[src/rtl/enclave_loader.sv]
// Word-by-word copy engine that moves an enclave image from a source region to enclave memory.
// Drives the strt_cpy/done_cpy session pair consumed by the security monitor; every output is registered.
module enclave_loader #(
    parameter int ADDR_W = 32,
    parameter int DATA_W = 32,
    parameter int LEN_W  = 16
) (
    input  logic              aclk,
    input  logic              nreset,
    input  logic              go,
    input  logic [ADDR_W-1:0] src_addr,
    input  logic [ADDR_W-1:0] dst_addr,
    input  logic [LEN_W-1:0]  len_words,
    output logic              rd_req,
    output logic [ADDR_W-1:0] rd_addr,
    input  logic              rd_valid,
    input  logic [DATA_W-1:0] rd_data,
    output logic              wr_req,
    output logic [ADDR_W-1:0] wr_addr,
    output logic [DATA_W-1:0] wr_data,
    input  logic              wr_ack,
    output logic              strt_cpy,
    output logic              done_cpy,
    output logic              busy,
    output logic              aborted,
    output logic [LEN_W-1:0]  words_done
);

    typedef enum logic [2:0] {
        ST_IDLE  = 3'd0,
        ST_READ  = 3'd1,
        ST_WRITE = 3'd2,
        ST_DONE  = 3'd3,
        ST_DRAIN = 3'd4
    } state_t;

    localparam logic [ADDR_W-1:0] STRIDE   = ADDR_W'(DATA_W / 8);
    localparam logic [LEN_W-1:0]  ONE_WORD = LEN_W'(1);
    localparam logic [LEN_W-1:0]  NO_WORDS = LEN_W'(0);

    // Pointers wrap silently modulo 2^ADDR_W.
    function automatic logic [ADDR_W-1:0] step_ptr(input logic [ADDR_W-1:0] ptr);
        return ptr + STRIDE;
    endfunction

    state_t            state_r, state_nxt_s;
    logic [ADDR_W-1:0] src_ptr_r, src_ptr_nxt_s;
    logic [ADDR_W-1:0] dst_ptr_r, dst_ptr_nxt_s;
    logic [ADDR_W-1:0] rd_addr_r, rd_addr_nxt_s;
    logic [ADDR_W-1:0] wr_addr_r, wr_addr_nxt_s;
    logic [DATA_W-1:0] data_r, data_nxt_s;
    logic [LEN_W-1:0]  len_r, len_nxt_s;
    logic [LEN_W-1:0]  words_done_r, words_done_nxt_s;
    logic              rd_req_r, rd_req_nxt_s;
    logic              wr_req_r, wr_req_nxt_s;
    logic              strt_r, strt_nxt_s;
    logic              done_r, done_nxt_s;
    logic              busy_r, busy_nxt_s;
    logic              aborted_r, aborted_nxt_s;
    logic              armed_r, armed_nxt_s;
    logic              last_word_s;

    assign last_word_s = ((words_done_r + ONE_WORD) == len_r);

    // Next-state and next-output decode; armed_r records that go was seen low in IDLE.
    always_comb begin
        state_nxt_s      = state_r;
        src_ptr_nxt_s    = src_ptr_r;
        dst_ptr_nxt_s    = dst_ptr_r;
        rd_addr_nxt_s    = rd_addr_r;
        wr_addr_nxt_s    = wr_addr_r;
        data_nxt_s       = data_r;
        len_nxt_s        = len_r;
        words_done_nxt_s = words_done_r;
        rd_req_nxt_s     = rd_req_r;
        wr_req_nxt_s     = wr_req_r;
        strt_nxt_s       = strt_r;
        done_nxt_s       = done_r;
        aborted_nxt_s    = aborted_r;
        armed_nxt_s      = armed_r;

        case (state_r)
            ST_IDLE: begin
                if (go && armed_r) begin
                    armed_nxt_s      = 1'b0;
                    len_nxt_s        = len_words;
                    src_ptr_nxt_s    = src_addr;
                    dst_ptr_nxt_s    = dst_addr;
                    words_done_nxt_s = NO_WORDS;
                    aborted_nxt_s    = 1'b0;
                    strt_nxt_s       = 1'b1;
                    if (len_words == NO_WORDS) begin
                        state_nxt_s = ST_DONE;
                        done_nxt_s  = 1'b1;
                    end else begin
                        state_nxt_s   = ST_READ;
                        rd_req_nxt_s  = 1'b1;
                        rd_addr_nxt_s = src_addr;
                    end
                end else if (!go) begin
                    armed_nxt_s = 1'b1;
                end else begin
                    armed_nxt_s = armed_r;
                end
            end

            ST_READ: begin
                if (rd_valid) begin
                    rd_req_nxt_s  = 1'b0;
                    src_ptr_nxt_s = step_ptr(src_ptr_r);
                    if (!go) begin
                        // Data arriving with the abort is dropped.
                        state_nxt_s   = ST_IDLE;
                        strt_nxt_s    = 1'b0;
                        aborted_nxt_s = 1'b1;
                    end else begin
                        state_nxt_s   = ST_WRITE;
                        data_nxt_s    = rd_data;
                        wr_req_nxt_s  = 1'b1;
                        wr_addr_nxt_s = dst_ptr_r;
                    end
                end else if (!go) begin
                    state_nxt_s   = ST_DRAIN;
                    strt_nxt_s    = 1'b0;
                    aborted_nxt_s = 1'b1;
                end else begin
                    state_nxt_s = ST_READ;
                end
            end

            ST_WRITE: begin
                if (wr_ack) begin
                    wr_req_nxt_s     = 1'b0;
                    words_done_nxt_s = words_done_r + ONE_WORD;
                    dst_ptr_nxt_s    = step_ptr(dst_ptr_r);
                    if (!go) begin
                        // An abort wins over the final ack: done_cpy is never raised.
                        state_nxt_s   = ST_IDLE;
                        strt_nxt_s    = 1'b0;
                        aborted_nxt_s = 1'b1;
                    end else if (last_word_s) begin
                        state_nxt_s = ST_DONE;
                        done_nxt_s  = 1'b1;
                    end else begin
                        state_nxt_s   = ST_READ;
                        rd_req_nxt_s  = 1'b1;
                        rd_addr_nxt_s = src_ptr_r;
                    end
                end else if (!go) begin
                    state_nxt_s   = ST_DRAIN;
                    strt_nxt_s    = 1'b0;
                    aborted_nxt_s = 1'b1;
                end else begin
                    state_nxt_s = ST_WRITE;
                end
            end

            ST_DONE: begin
                if (!go) begin
                    state_nxt_s = ST_IDLE;
                    strt_nxt_s  = 1'b0;
                    done_nxt_s  = 1'b0;
                end else begin
                    state_nxt_s = ST_DONE;
                end
            end

            ST_DRAIN: begin
                if (rd_req_r && rd_valid) begin
                    rd_req_nxt_s = 1'b0;
                    state_nxt_s  = ST_IDLE;
                end else if (wr_req_r && wr_ack) begin
                    wr_req_nxt_s     = 1'b0;
                    words_done_nxt_s = words_done_r + ONE_WORD;
                    dst_ptr_nxt_s    = step_ptr(dst_ptr_r);
                    state_nxt_s      = ST_IDLE;
                end else if (!rd_req_r && !wr_req_r) begin
                    state_nxt_s = ST_IDLE;
                end else begin
                    state_nxt_s = ST_DRAIN;
                end
            end

            default: begin
                state_nxt_s  = ST_IDLE;
                rd_req_nxt_s = 1'b0;
                wr_req_nxt_s = 1'b0;
                strt_nxt_s   = 1'b0;
                done_nxt_s   = 1'b0;
            end
        endcase

        busy_nxt_s = (state_nxt_s == ST_READ) || (state_nxt_s == ST_WRITE) ||
                     (state_nxt_s == ST_DRAIN);
    end

    // FSM state register.
    always_ff @(posedge aclk) begin
        if (!nreset) begin
            state_r <= ST_IDLE;
        end else begin
            state_r <= state_nxt_s;
        end
    end

    // Datapath and output registers.
    always_ff @(posedge aclk) begin
        if (!nreset) begin
            src_ptr_r    <= {ADDR_W{1'b0}};
            dst_ptr_r    <= {ADDR_W{1'b0}};
            rd_addr_r    <= {ADDR_W{1'b0}};
            wr_addr_r    <= {ADDR_W{1'b0}};
            data_r       <= {DATA_W{1'b0}};
            len_r        <= NO_WORDS;
            words_done_r <= NO_WORDS;
            rd_req_r     <= 1'b0;
            wr_req_r     <= 1'b0;
            strt_r       <= 1'b0;
            done_r       <= 1'b0;
            busy_r       <= 1'b0;
            aborted_r    <= 1'b0;
            armed_r      <= 1'b0;
        end else begin
            src_ptr_r    <= src_ptr_nxt_s;
            dst_ptr_r    <= dst_ptr_nxt_s;
            rd_addr_r    <= rd_addr_nxt_s;
            wr_addr_r    <= wr_addr_nxt_s;
            data_r       <= data_nxt_s;
            len_r        <= len_nxt_s;
            words_done_r <= words_done_nxt_s;
            rd_req_r     <= rd_req_nxt_s;
            wr_req_r     <= wr_req_nxt_s;
            strt_r       <= strt_nxt_s;
            done_r       <= done_nxt_s;
            busy_r       <= busy_nxt_s;
            aborted_r    <= aborted_nxt_s;
            armed_r      <= armed_nxt_s;
        end
    end

    assign rd_req     = rd_req_r;
    assign rd_addr    = rd_addr_r;
    assign wr_req     = wr_req_r;
    assign wr_addr    = wr_addr_r;
    assign wr_data    = data_r;
    assign strt_cpy   = strt_r;
    assign done_cpy   = done_r;
    assign busy       = busy_r;
    assign aborted    = aborted_r;
    assign words_done = words_done_r;

endmodule

[config.mk]
export PLATFORM = sky130hd
export DESIGN_NAME = enclave_loader
export DESIGN_NICKNAME = d
export VERILOG_FILES = /design/src/rtl/enclave_loader.sv
export SDC_FILE = /design/constraint.sdc
export NUM_CORES = 1
export LEC_CHECK = 0
export CAP_MARGIN = 30
export CORE_MARGIN = 5
export CORE_UTILIZATION = 47
export DETAILED_ROUTE_END_ITERATION = 16
export DONT_BUFFER_PORTS = 1
export PLACE_DENSITY_LB_ADDON = 0.15
export SYNTH_ARGS = -nofsm -noshare
export SYNTH_HDL_FRONTEND = slang
export SYNTH_SLANG_ARGS = --single-unit
[constraint.sdc]
create_clock -name aclk -period 3.2 [get_ports aclk]
set_input_delay 0.32 -clock aclk [delete_from_list [all_inputs] [get_ports aclk]]
set_output_delay 0.32 -clock aclk [all_outputs]
set_load 0.02 [all_outputs]
; ---- Word-level counts from Yosys, hierarchy flattened
; Index checks and enable logic that the tools add are counted.
[op_classes]
addsub = 3
mux = 60
reduce_logical = 29
eq_ne = 24
n_bitwise = 4
[op_table]
columns = op, n
row1 = $mux 32, 11
row2 = $pmux 32 s2, 2
row3 = $pmux 32 s3, 1
row4 = $add 32x3->32 const B, 2
row5 = $mux 16, 4
row6 = $pmux 16 s3, 1
row7 = $ne 2x2->1 const B, 15
row8 = $mux 3, 8
row9 = $mux 1, 22
row10 = $add 16x1->16 const B, 1
row11 = $eq 16x16->1, 1
row12 = $logic_not 16->1, 1
row13 = $pmux 3 s5, 1
row14 = $reduce_and 3->1, 4
row15 = $reduce_and 6->1, 2
row16 = $mux 2, 5
row17 = $eq 3x2->1 const B, 3
row18 = $pmux 1 s4, 2
row19 = $reduce_and 8->1, 1
row20 = $reduce_and 7->1, 1
row21 = $eq 3x1->1 const B, 2
row22 = $eq 3x3->1 const B, 2
row23 = $reduce_bool 2->1, 3
row24 = $reduce_or 2->1, 3
row25 = 13 further kinds, 22
[word_totals]
word_cells = 135
output_inout_bits = 118
regBits = 202
in_bits = 117

; ---- Logic depth before layout (Yosys ltp)
[depth]
word_depth = 9
ltp_mapped = 11
depth_no_buf = 8

; ---- Least setup slack after synthesis
; Ideal clock, no wire load.
[synth_timing]
path_kind = register -> register
startpoint = register words_done_r[1] (netlist: words_done[1])
endpoint = register rd_req_r (netlist: rd_req)
required_ns = 3.067
t_arrival_ns = 2.543
stages_incl_launch_ff = 11
synth_period_minus_slack_ns = 2.676
slack_ns = 0.524
path_buffers = 2
setup_time_ns = 0.133
cell_sequence = dfxtp_1 ha_1 buf_2 and3_1 and3_1 o22ai_1 or4_4 nor4_4 buf_2 mux2i_1 o22ai_1
[synth_via]
elab_chain_cells = 4
[synth_lines]
columns = item, line
row1 = from (decl), 53  ; logic [LEN_W-1:0] words_done_r, words_done_nxt_s;
row2 = from (signal assigned), 230  ; words_done_r <= words_done_nxt_s;
row3 = $add 16x1->16, 63  ; assign last_word_s = ((words_done_r + ONE_WORD) == len_r);
row4 = $eq 16x16->1, 63
row5 = $ne 2x2->1 (no source line), n/a
row6 = $reduce_and 8->1 (no source line), n/a
row7 = to (signal assigned), 231  ; rd_req_r <= rd_req_nxt_s;
row8 = to (decl), 54  ; logic rd_req_r, rd_req_nxt_s;
; Every way passes these cells.
; A chain may end at the register's enable or synchronous reset.

; ---- Worst setup path after layout
; Same ends and word-level chain as after synthesis.

==> results.py <==
metrics = {
    "worst_hold_path": {
        "whs_path_depth": 2,
        "hold_path_class": "in -> reg",
        "min_to": "dst_ptr_r[3]",
        "hp-start": "dst_addr[3]",
    },
    "grt": {
        "grt_pass1_vias": 9740,
        "grt_usage": 0.260,
        "grt_antenna_before_repair": 0,
        "grt_pass1_wl_um": 53500,
        "gr-total-overflow": 0,
        "grt_max_degree": 100,
    },
    "synthesis": {
        "synth_top_cell_by_area": "dfxtp_1",
        "synth-seq-cells": 202,
        "yosysSeqAreaShare": 0.389,
        "ys_async_sr_fraction": 0,
        "synth_edf_count": 0,
        "synthTopCellsByArea": "dfxtp_1 39%, a21oi_1 13%, nand2_1 11%",
        "ys_types": 61,
        "yosysWarningCount": 0,
        "synthCells": 1443,
        "syn_nets": 1563,
        "yosys.area.top_type_share": 0.389,
        "syn_area_mm2": 0.0104,
        "syn_avg_cell_area_um2": 7.20,
        "synthFlopType": "dfxtp_1",
    },
    "timing": {
        "rsz0062_at_grt": "no",
        "hold_viol": 0,
        "slew_violations": 0,
        "max_slew_margin": 0.407,
        "final.setup_skew_ns": 0.0260,
        "post-route-period-util": 0.913,
        "setup_viol": 0,
        "fmax_ghz": 0.342,
        "tightest_slew_ns": 0.886,
        "setup-tns-final_ns": 0,
        "min_period_ns": 2.92,
    },
    "drt": {
        "ant_nets": 0,
        "wl_um": 34100,
        "wire_per_inst_um": 19.6,
        "drtIter0Drc": 875,
        "first_pass_iters": 6,
        "viasPerCell": 6.07,
        "vias": 10500,
        "post-route-drc-count": 0,
    },
    "floorplanning": {
        "ios": 235,
        "row_count": 54,
        "start_util": 0.476,
        "die_w_um": 159,
        "core_region_area_mm2": 0.0218,
        "die_h_um": 159,
        "die_area_mm2": 0.0252,
    },
    "cts": {
        "post_cts_buffers": 0,
        "clock-sinks": 202,
        "cts_tree": "built",
        "ctsResizeCount": 0,
        "root_buffer": "clkbuf_16",
        "cts_hold_buffers": 56,
        "h-tree-depth": 1,
        "cts_made_buffers": 24,
        "cts.reportedPaths.clkPinSlew_ns": 0.06,
        "clk_latency_ns": 0.53,
        "clockBufferDepth": 3,
    },
    "place": {
        "gp_congestion": 0.924,
        "hpwl_um": 22100,
        "port_buffers": 0,
    },
    "final_layout": {
        "drive_gt1_frac": 0.0700,
        "synthToLayoutAreaGrowth_pct": 15.6,
        "fillCellCount": 2096,
        "fin_nets": 1562,
        "diodes": 0,
    },
    "power": {
        "irDropWorstVdd_v": 0.000433,
        "power.total_mw": 6.23,
        "leakage_nw": 4.04,
        "p_per_area_mw_per_mm2": 518,
    },
    "critical_path": {
        "r2r_start": "words_done[1]",
        "timing_worst_setup_path_type": "reg -> reg",
        "crit_fanout": 67,
        "cp.required_ns": 3.59,
        "r2r_slack_ns": 0.28,
        "arrival_ns": 3.31,
        "reg2regPathDepth": 8,
        "critPathLaunchType": "register",
        "r2r_end": "rd_req",
        "cp-end-kind": "register",
    },
    "flow_run": {
        "drv_cap": 0,
    },
    "outcome": {
        "status": "completed",
    },
}
[metrics by stage]
step                hold slack [ns]  cell area, um^2  setup WS (ns)  cells   util
finish                       0.0224            12000          0.280   1738  0.550
global route                 0.0120            12000          0.104   1738  0.550
CTS                         0.00503            12000          0.309   1738  0.550
detailed placement            0.427            10600          0.311   1640  0.486
global placement              0.421            10600          0.369   1640  0.486
floorplan                     0.432            10400          0.524   1443      -
[per-layer routing]
metal / vias up / track usage / share of wire
li1: 5086 / - / -
met4: 0 / 0.0711 / 0.028
met5: - / 0 / 0
met3: 65 / 0.0802 / 0.11
met1: 4915 / 0.353 / 0.42
met2: 479 / 0.404 / 0.44
[Yosys cell counts, types with 5 or more instances]
library cell,instances
nand2_1,312
a21oi_1,266
dfxtp_1,202
clkbuf_1,103
nor2_1,86
nand3_1,73
o21ai_0,63
a31oi_1,41
nand3b_1,38
nand4_1,19
xnor2_1,19
inv_1,15
xor2_1,15
and3_1,14
a22oi_1,11
and2_1,11
nor4_1,11
a211oi_1,10
nor3_1,10
o22ai_1,10
or3_1,10
buf_2,8
o31ai_1,8
and4_1,7
a21o_1,6
a31o_2,6
buf_6,6
o211ai_1,5
[cell type report]
type / instances / area (um^2) / share of cell area
Clock buffer: 32 / 671 / 0.0558
Clock inverter: 10 / 168 / 0.0140
Inverter: 16 / 65.1 / 0.00542
Multi-Input combinational cell: 1103 / 5800 / 0.483
Sequential cell: 202 / 4040 / 0.337
Tap cell: 280 / 350 / 0.0292
Timing Repair Buffer: 95 / 916 / 0.0763
[worst max-delay path, cell delays in order, from the launching register on]
cell and delay, ns:
dfxtp_1 0.57, and4_1 0.48, nand3_1 0.19, xnor2_1 0.17, or4_4 0.53, nor4_4 0.23
buf_12 0.31, mux2i_1 0.22, o22ai_1 0.09
[kinds of logic (layout without fill, tap and decap cells)]
kind of cell             count (synthesis)  in the layout  synth area share
AND/OR/NAND/NOR                        609            609             0.272
multiplexers                             5              5           0.00494
flip-flops                             202            202             0.389
XOR/XNOR                                34             34            0.0287
buffers and inverters                  138            153            0.0555
AO/OA/AOI/OAI                          452            452             0.246
adder cells (fa/ha/maj)                  3              3           0.00361
[flip-flops by register name (all words and copies together), names as in the netlist]
register / cells
state_r: 3
done_cpy: 1
wr_addr: 32
aborted: 1
dst_ptr_r: 32
wr_data: 32
src_ptr_r: 32
armed_r: 1
strt_cpy: 1
rd_req: 1
busy: 1
wr_req: 1
len_r: 16
rd_addr: 32
words_done: 16
[power breakdown]
group | switching (mW) | leakage (nW) | internal (mW)
registers | 0.163 | 1.64 | 2.61
logic | 0.325 | 1.99 | 0.224
clock network | 1.11 | 0.409 | 1.80
total | 1.60 | 4.04 | 4.63
[worst max-delay path by stage]
| stage | slack, ns | to | startpoint | cells after the start |
|---|---|---|---|---|
| finish | 0.28 | rd_req | words_done[1] | 8 |
| global route | 0.10 | rd_req | words_done[1] | 8 |
| CTS | 0.31 | rd_req | words_done[1] | 8 |
| detailed placement | 0.31 | rd_req | words_done[1] | 8 |
| global placement | 0.37 | rd_req | words_done[1] | 8 |
| floorplan | 0.52 | rd_req | words_done[1] | 10 |
[layout by cell type (no fill, tap or decap), types with 6 or more instances in the layout]
cell type        n
nor2_1          84
nand3_1         73
o22ai_1         10
a21oi_1        264
a31oi_1         41
a22oi_1         11
xnor2_1         19
buf_4           34
nand2_1        311
dlygate4sd3_1   56
nor4_1          11
clkbuf_16       24
and2_1          11
and3_1          12
and4_1           7
inv_1           15
or3_1           10
dfxtp_1        202
a211oi_1        10
a31o_2           6
o21ai_0         63
nor3_1          10
o31ai_1          8
nand3b_1        38
nand4_1         19
xor2_1          15
No activity file was read; power rests on OpenSTA's default activity.
